<file path="src/rtl/shared_bus_arbiter_if.sv">
// Bundles the per-master request/response signals and the decoder-facing bus.
// The master modport is the arbiter's view; slave is the view of masters, decoder and slaves.
interface shared_bus_arbiter_if #(
  parameter int N_MASTERS = 4,
  parameter int AW        = 8,
  parameter int DW        = 8
);
  logic [N_MASTERS-1:0]    m_req;
  logic [N_MASTERS-1:0]    m_we;
  logic [N_MASTERS*AW-1:0] m_addr;
  logic [N_MASTERS*DW-1:0] m_wdata;
  logic [N_MASTERS-1:0]    m_done;
  logic [N_MASTERS-1:0]    m_err;
  logic [DW-1:0]           m_rdata;
  logic [N_MASTERS-1:0]    grant;
  logic [AW-1:0]           bus_addr;
  logic                    bus_read;
  logic                    bus_write;
  logic [DW-1:0]           bus_wdata;
  logic [DW-1:0]           bus_rdata;
  logic                    bus_ack;

  modport master (
    input  m_req, m_we, m_addr, m_wdata, bus_rdata, bus_ack,
    output m_done, m_err, m_rdata, grant, bus_addr, bus_read, bus_write, bus_wdata
  );

  modport slave (
    output m_req, m_we, m_addr, m_wdata, bus_rdata, bus_ack,
    input  m_done, m_err, m_rdata, grant, bus_addr, bus_read, bus_write, bus_wdata
  );
endinterface

</file>
<file path="src/rtl/shared_bus_arbiter.sv">
// Round-robin arbiter in front of the address decoder: grants one master at a time,
// drives the shared bus until the slave acks or the access times out, then reports back.
module shared_bus_arbiter #(
  parameter int N_MASTERS = 4,
  parameter int AW        = 8,
  parameter int DW        = 8,
  parameter int TIMEOUT   = 15
) (
  input  logic                 clk,
  input  logic                 rst,
  shared_bus_arbiter_if.master bus
);

  localparam int PW = $clog2(N_MASTERS);
  localparam int CW = $clog2(TIMEOUT + 1);

  typedef enum logic [1:0] {IDLE, ACCESS, RESP} state_t;

  state_t               state_q, state_d;
  logic [PW-1:0]        ptr_q, ptr_d;
  logic [PW-1:0]        gidx_q, gidx_d;
  logic [N_MASTERS-1:0] grant_q, grant_d;
  logic [AW-1:0]        addr_q, addr_d;
  logic [DW-1:0]        wdata_q, wdata_d;
  logic [DW-1:0]        rdata_q, rdata_d;
  logic                 we_q, we_d;
  logic                 err_q, err_d;
  logic [CW-1:0]        cnt_q, cnt_d;

  logic                 sel_found;
  logic [PW-1:0]        sel_idx;
  logic [PW-1:0]        cand;

  // First requester at or after the rotating pointer, wrapping modulo N_MASTERS.
  always_comb begin
    sel_found = 1'b0;
    sel_idx   = '0;
    cand      = '0;
    for (int i = 0; i < N_MASTERS; i++) begin
      cand = PW'((int'(ptr_q) + i) % N_MASTERS);
      if (!sel_found && bus.m_req[cand]) begin
        sel_found = 1'b1;
        sel_idx   = cand;
      end
    end
  end

  always_comb begin
    state_d = state_q;
    ptr_d   = ptr_q;
    gidx_d  = gidx_q;
    grant_d = grant_q;
    addr_d  = addr_q;
    wdata_d = wdata_q;
    rdata_d = rdata_q;
    we_d    = we_q;
    err_d   = err_q;
    cnt_d   = cnt_q;

    case (state_q)
      IDLE: begin
        if (sel_found) begin
          gidx_d          = sel_idx;
          grant_d         = '0;
          grant_d[sel_idx] = 1'b1;
          addr_d          = bus.m_addr[sel_idx*AW +: AW];
          wdata_d         = bus.m_wdata[sel_idx*DW +: DW];
          we_d            = bus.m_we[sel_idx];
          cnt_d           = '0;
          err_d           = 1'b0;
          state_d         = ACCESS;
        end
      end

      // An ack in the final allowed cycle still completes normally.
      ACCESS: begin
        if (bus.bus_ack) begin
          if (!we_q) begin
            rdata_d = bus.bus_rdata;
          end
          state_d = RESP;
        end else if (cnt_q == CW'(TIMEOUT - 1)) begin
          err_d   = 1'b1;
          state_d = RESP;
        end else begin
          cnt_d = cnt_q + CW'(1);
        end
      end

      RESP: begin
        ptr_d   = (gidx_q == PW'(N_MASTERS - 1)) ? '0 : gidx_q + PW'(1);
        cnt_d   = '0;
        err_d   = 1'b0;
        grant_d = '0;
        state_d = IDLE;
      end

      default: begin
        state_d = IDLE;
        grant_d = '0;
      end
    endcase
  end

  always_ff @(posedge clk) begin
    if (rst) begin
      state_q <= IDLE;
      ptr_q   <= '0;
      gidx_q  <= '0;
      grant_q <= '0;
      addr_q  <= '0;
      wdata_q <= '0;
      rdata_q <= '0;
      we_q    <= 1'b0;
      err_q   <= 1'b0;
      cnt_q   <= '0;
    end else begin
      state_q <= state_d;
      ptr_q   <= ptr_d;
      gidx_q  <= gidx_d;
      grant_q <= grant_d;
      addr_q  <= addr_d;
      wdata_q <= wdata_d;
      rdata_q <= rdata_d;
      we_q    <= we_d;
      err_q   <= err_d;
      cnt_q   <= cnt_d;
    end
  end

  // Bus-side outputs are forced to zero outside ACCESS so the decoder sees a quiet bus.
  assign bus.grant     = grant_q;
  assign bus.bus_addr  = (state_q == ACCESS) ? addr_q  : '0;
  assign bus.bus_wdata = (state_q == ACCESS) ? wdata_q : '0;
  assign bus.bus_read  = (state_q == ACCESS) && !we_q;
  assign bus.bus_write = (state_q == ACCESS) &&  we_q;
  assign bus.m_done    = (state_q == RESP) ? grant_q : '0;
  assign bus.m_err     = (state_q == RESP && err_q) ? grant_q : '0;
  assign bus.m_rdata   = rdata_q;

endmodule

</file>
<file path="src/flat_wrapper.sv">
// flat-port wrapper written by rule: the top's interface ports become plain ports
module shared_bus_arbiter_flat 
#(
  parameter int N_MASTERS = 4,
  parameter int AW        = 8,
  parameter int DW        = 8,
  parameter int TIMEOUT   = 15
)
  (clk, rst, bus_m_req, bus_m_we, bus_m_addr, bus_m_wdata, bus_bus_rdata, bus_bus_ack, bus_m_done, bus_m_err, bus_m_rdata, bus_grant, bus_bus_addr, bus_bus_read, bus_bus_write, bus_bus_wdata);
  shared_bus_arbiter_if #(.N_MASTERS(N_MASTERS), .AW(AW), .DW(DW)) bus_i ();
  input  logic clk;
  input  logic rst;
  input wire logic [$bits(bus_i.m_req)-1:0] bus_m_req;
  input wire logic [$bits(bus_i.m_we)-1:0] bus_m_we;
  input wire logic [$bits(bus_i.m_addr)-1:0] bus_m_addr;
  input wire logic [$bits(bus_i.m_wdata)-1:0] bus_m_wdata;
  input wire logic [$bits(bus_i.bus_rdata)-1:0] bus_bus_rdata;
  input wire logic [$bits(bus_i.bus_ack)-1:0] bus_bus_ack;
  output wire logic [$bits(bus_i.m_done)-1:0] bus_m_done;
  output wire logic [$bits(bus_i.m_err)-1:0] bus_m_err;
  output wire logic [$bits(bus_i.m_rdata)-1:0] bus_m_rdata;
  output wire logic [$bits(bus_i.grant)-1:0] bus_grant;
  output wire logic [$bits(bus_i.bus_addr)-1:0] bus_bus_addr;
  output wire logic [$bits(bus_i.bus_read)-1:0] bus_bus_read;
  output wire logic [$bits(bus_i.bus_write)-1:0] bus_bus_write;
  output wire logic [$bits(bus_i.bus_wdata)-1:0] bus_bus_wdata;
  assign bus_i.m_req = bus_m_req;
  assign bus_i.m_we = bus_m_we;
  assign bus_i.m_addr = bus_m_addr;
  assign bus_i.m_wdata = bus_m_wdata;
  assign bus_i.bus_rdata = bus_bus_rdata;
  assign bus_i.bus_ack = bus_bus_ack;
  assign bus_m_done = bus_i.m_done;
  assign bus_m_err = bus_i.m_err;
  assign bus_m_rdata = bus_i.m_rdata;
  assign bus_grant = bus_i.grant;
  assign bus_bus_addr = bus_i.bus_addr;
  assign bus_bus_read = bus_i.bus_read;
  assign bus_bus_write = bus_i.bus_write;
  assign bus_bus_wdata = bus_i.bus_wdata;
  shared_bus_arbiter #(.N_MASTERS(N_MASTERS), .AW(AW), .DW(DW), .TIMEOUT(TIMEOUT)) u_core (.clk(clk), .rst(rst), .bus(bus_i));
endmodule
</file>
<file path="config.mk">
export PLATFORM = sky130hd
export DESIGN_NAME = shared_bus_arbiter_flat
export DESIGN_NICKNAME = d
export VERILOG_FILES = /design/src/rtl/shared_bus_arbiter_if.sv /design/src/rtl/shared_bus_arbiter.sv /design/src/flat_wrapper.sv
export SDC_FILE = /design/constraint.sdc
export NUM_CORES = 1
export LEC_CHECK = 0
export BUFFER_PORTS_ARGS = -buffer_cell sky130_fd_sc_hd__buf_2
export CAP_MARGIN = 20
export CELL_PAD_IN_SITES_DETAIL_PLACEMENT = 1
export CELL_PAD_IN_SITES_GLOBAL_PLACEMENT = 1
export CORE_MARGIN = 3
export CORE_UTILIZATION = 31
export CTS_BUF_LIST = sky130_fd_sc_hd__clkbuf_8 sky130_fd_sc_hd__clkbuf_16
export DETAILED_ROUTE_END_ITERATION = 10
export HOLD_SLACK_MARGIN = 0.1
export PLACE_DENSITY = 0.76
export SYNTH_ARGS = -nofsm -noshare
export SYNTH_HDL_FRONTEND = slang
export SYNTH_SLANG_ARGS = --single-unit
</file>
<file path="constraint.sdc">
create_clock -name clk -period 1.66 [get_ports clk]
set_input_delay 0.083 -clock clk [delete_from_list [all_inputs] [get_ports clk]]
set_output_delay 0.083 -clock clk [all_outputs]
set_load 0.01 [all_outputs]
</file>
* After elaboration in Yosys (flattened, before gate mapping) *
Cells that the tools add are included.

word-level totals
  register bits = 40
  input port bits = 83
  output and inout bits = 38
  logic and storage cells = 92

cells by class
  add/sub/neg operators = 5
  magnitude comparators = 6
  eq/ne operators = 9
  shift operators = 2
  multiplexer cells = 39
  bitwise logic cells = 2
  reduce and logical (&&, ||, !) cells = 19

operators by type and width
  cell                                                        count
  variable part select 32 x 6 -> 8 bit                        2
  2-to-1 mux 4 bit                                            6
  2-to-1 mux 2 bit                                            8
  2-to-1 mux 8 bit                                            2
  less-than comparator 2 x 3 -> 1 bit, second input constant  5
  2-to-1 mux 1 bit                                            13
  one-hot mux 4 bit (3 select lines)                          1
  binary-select mux 1 bit (select 2 bit)                      5
  one-hot mux 4 bit (2 select lines)                          1
  AND reduction 4 bit                                         2
  logical AND 1 bit                                           7
  AND reduction 2 bit                                         3
  adder 2 x 1 -> 2 bit, second input constant                 2
  adder 2 bit, second input constant                          2
  adder 4 x 1 -> 4 bit, second input constant                 1
  equality test 2 bit, second input constant                  2
  equality test 4 bit, second input constant                  1
  zero test 1 bit                                             4
  inequality test 2 x 1 -> 1 bit, second input constant       2
  inequality test 2 bit, second input constant                2
  one-hot mux 2 bit (2 select lines)                          1
  inequality test 3 x 2 -> 1 bit, second input constant       1
  one-hot mux 1 bit (3 select lines)                          1
  AND reduction 3 bit                                         1
  6 further kinds                                             7

* Depth between registers and ports, before layout *
  depth in word-level cells = 18
  gate-level depth with buffers = 8
  mapped depth without buffers = 7

* Worst setup path after synthesis *
Ideal clock, no wire load.

  path type = reg-to-reg
  from = register u_core.ptr_q[1]
  to = register u_core.addr_q[6]
  arrival time = 1419 ps
  required time = 1534 ps
  path slack = 115 ps
  stages on the path, launching flop included = 7
  buffers on the path = 2
  clock period less this slack = 1545 ps
  cell sequence = dfxtp_1 buf_6 o21ai_1 a211o_4 buf_6 a221oi_2 a211oi_2

between the ends
  cells in the longest elaborated chain, start to end = 13

RTL lines
  what                                                                           RTL line                   source
  start: declaration                                                             shared_bus_arbiter.sv:20   logic [PW-1:0] ptr_q, ptr_d;
  start signal: assignment                                                       shared_bus_arbiter.sv:119  ptr_q <= ptr_d;
  parallel branches: the longest is 13 deep, another holds adder 2 x 1 -> 2 bit  --
  end signal: assignment                                                         shared_bus_arbiter.sv:122  addr_q <= addr_d;
  end: declaration                                                               shared_bus_arbiter.sv:23   logic [AW-1:0] addr_q, addr_d;

Parallel ways; which one is timed is not known. The select of a mux whose other input is x is not followed.
A chain may end at the register's enable or synchronous reset.

* Worst setup path in the final report *
  from = register u_core.ptr_q[1]
  to = register u_core.we_q

between the ends
  cells in the longest elaborated chain, start to end = 14

RTL lines
  what                                                                           RTL line                   source
  parallel branches: the longest is 14 deep, another holds adder 2 x 1 -> 2 bit  --
  end signal: assignment                                                         shared_bus_arbiter.sv:125  we_q <= we_d;
  end: declaration                                                               shared_bus_arbiter.sv:26   logic we_q, we_d;

Parallel ways; which one is timed is not known. The select of a mux whose other input is x is not followed.

==> impl_metrics.yaml <==
worst_setup_path:
  critPathArrivalTime_ns: 1.82
  crit_start: "u_core.ptr_q[1]"
  cp_cell_sequence: "buf_4, a21boi_4, o22a_1, buf_6, nand3_1, a21o_1, a211oi_2"
  path_class: "reg -> reg"
  rrSetupSlack_ns: 0.06
  end_kind: "register"
  crit_family: "compound AO/OA/AOI/OAI gates"
  crit_path_start_kind: "register"
  crit_slowest_cell: "dfxtp_4"
  slowest_delay_ns: 0.38
  cp.required_ns: 1.88
  critPathBufInv: 2
  rr_startpoint: "u_core.ptr_q[1]"
  regToRegEndpoint: "u_core.we_q"
  crit_path_max_fanout: 9
  cp.depth: 7
  r2r_cells: 7
  endpoint: "u_core.we_q"
logic_synthesis:
  netlist_area_sq_um: 2770
  syn-num-nets: 385
  yosysSeqAreaShare_pct: 28.9
  synth_top_family_by_area: "compound AO/OA/AOI/OAI gates"
  yosysUniqueCellTypes: 50
  ys_async_sr_fraction_pct: 0
  synthSimpleGateAreaFrac_pct: 20.0
  synth-xor-area-share_pct: 0.950
  syn_avg_cell_area_sq_um: 9.25
  ys_ff_latch: 40
  synth_top_area_cell: "dfxtp_1"
  synthFlopType: "dfxtp_1"
  synth_edf_count: 0
  yosys.area.top_type_share_pct: 28.9
  yosys_warnings: 0
  synthAdderAreaFrac_pct: 1.36
  synthCells: 299
  synth_compound_area_share_pct: 32.5
  muxShareOfSynthArea_pct: 4.79
  synth.top_cells.by_area: "dfxtp_1 (29%), a221oi_2 (8.1%), a211oi_2 (6.8%)"
clocking:
  cts_tree: "yes"
  h-tree-depth: 2
  cts-root-buf: "clkbuf_8"
  clock_sinks: 40
  clk_pin_slew_ns: 0.08
  numCtsBuffers: 5
  clk_path_buf_depth: 2
  insertion_delay_ns: 0.30
sta:
  setup_viol: 0
  rsz0062_at_grt: "yes"
  skew_ns: 0.00628
  hold_viol_final: 0
  fin_ws_ns: 0.0588
  fin_crit_ns: 1.60
  drv_slew: 0
  max_slew_margin_pct: 57.0
  worstMarginPinSlew_ns: 0.641
  clock.fmax_mhz: 625
  period_share_pct: 96.5
  tns_ns: 0
place:
  io_buffers: 120
  dpl_worst_slack_ns: -0.0617
  routabilityCongestion: 0.815
  place_area_sq_um: 3510
  dp_hpwl_mm: 7.28
power_and_ir_drop:
  p_leak_nw: 1.69
  ir_drop_v: 0.000401
  powerDensity_nw_per_um2: 753
grt:
  grt_pass1_vias: 3020
  grt_pass1_wl_mm: 14.8
  antenna_found_initial: 0
  groute.usage.overall_pct: 18.4
  overflow: 0
  grt_max_degree: 20
routing:
  drc: 0
  avgViaCountPerCell: 5.13
  drt_iter0_markers: 83
  wl_per_cell_um: 17.2
  wl_mm: 9.31
  drtAntennaViolNets: 0
  drtPass1Iterations: 4
  vias: 2777
layout:
  drive_gt1_share_pct: 47.2
  layout_commonest_cell: "buf_2"
  diodes: 0
  post-route-cell-area_sq_um: 3780
  synthToLayoutAreaGrowth_pct: 36.8
  final_cell_mix: "buf_2 (120), nor2_1 (44), dfxtp_1 (37), and2_1 (22), o21ai_0 (20)"
  fin_nets: 521
floorplan:
  rows: 33
  dieArea_sq_um: 10100
  initial_core_util_pct: 32.8
  die_height_um: 100
  num_io_pins: 121
  core_area_sq_um: 8420
  chipWidth_um: 100
flow_run:
  maxCapViolCount: 0
worst_hold_path:
  min_path_type: "in -> reg"
outcome:
  status: "finished, final reports clean"
[layer usage]
layer / global-route usage (%) / vias up / share of wire, % / wire length (um)
met5: 0 / - / 0 / 0
met4: 3.52 / 0 / 1.2 / 108
met3: 3.60 / 9 / 5.3 / 495
met2: 35.9 / 81 / 54 / 5020
met1: 20.5 / 1331 / 40 / 3680
li1: - / 1356 / - / -
[where the power goes]
| group | switching [mW] | internal (mW) |
|---|---|---|
| Clock | 0.387 | 0.446 |
| Combinational | 0.475 | 0.450 |
| Sequential | 0.0518 | 1.04 |
| Total | 0.914 | 1.93 |
[per-stage QoR]
step                instances  hold WS [ns]  util (%)  total power [mW]
global placement          523         0.318      41.7              1.97
global route              541         0.117      44.9              3.00
CTS                       540         0.101      44.2              2.87
finish                    541         0.101      44.9              2.85
floorplan                 299         0.230         -              1.68
detailed placement        523         0.331      41.7              2.01
[flip-flops by register name (all words and copies together), names as in the netlist]
register / cells
u_core.addr_q: 8
u_core.bus.m_rdata: 8
u_core.wdata_q: 8
u_core.bus.grant: 4
u_core.cnt_q: 4
u_core.gidx_q: 2
u_core.ptr_q: 2
u_core.state_q: 2
u_core.err_q: 1
u_core.we_q: 1
[worst min-delay path by stage]
stage / from / endpoint / slack (ns) / depth (start not counted)
2_1_floorplan: bus_bus_rdata[0] / u_core.bus.m_rdata[0] / 0.23 / 2
3_3_place_gp: bus_bus_rdata[7] / u_core.bus.m_rdata[7] / 0.32 / 3
3_5_place_dp: bus_bus_rdata[0] / u_core.bus.m_rdata[0] / 0.33 / 3
4_1_cts: rst / u_core.ptr_q[0] / 0.10 / 2
5_1_grt: rst / u_core.bus.m_rdata[7] / 0.12 / 2
6_report: rst / u_core.ptr_q[0] / 0.10 / 2
[cell families after synthesis]
logic type | count (synthesis)
buffers and inverters | 34
flip-flops | 40
AND/OR/NAND/NOR | 109
XOR/XNOR | 3
multiplexers | 12
AO/OA/AOI/OAI | 98
adder cells (fa/ha/maj) | 3
[synth_stat cells, types with 4 or more instances]
master    instances
nor2_1           44
dfxtp_1          40
and2_1           22
o21ai_0          20
nand3_1          19
a21o_1           18
a211oi_2         15
a221oi_2         15
mux2i_1          11
buf_6            10
a21oi_1           8
clkbuf_8          8
nor3_1            7
and3_1            5
buf_2             4
nand2_1           4
[worst reg2reg max path, cell delays in order (launching register included)]
cell      delay, ns
dfxtp_4        0.38
buf_4          0.15
a21boi_4       0.17
o22a_1         0.21
buf_6          0.16
nand3_1        0.08
a21o_1         0.19
a211oi_2       0.19
[what timing repair did]
item,CTS,global route
pin swaps,0,3
hold buffers,9,0
resized for setup,3,14
setup buffers,0,1
setup endpoints to repair,17,25
hold endpoints to repair,9,0
[final cells by class]
class | count | area, sq um
timing repair buffer | 158 | 1020
clock buffer | 5 | 68.8
inverter | 5 | 18.8
fill | 1022 | 4640
sequential | 40 | 810
multi-input combinational | 225 | 1690
clock inverter | 3 | 42.5
tap | 105 | 131
No activity file was read; power rests on OpenSTA's default activity.
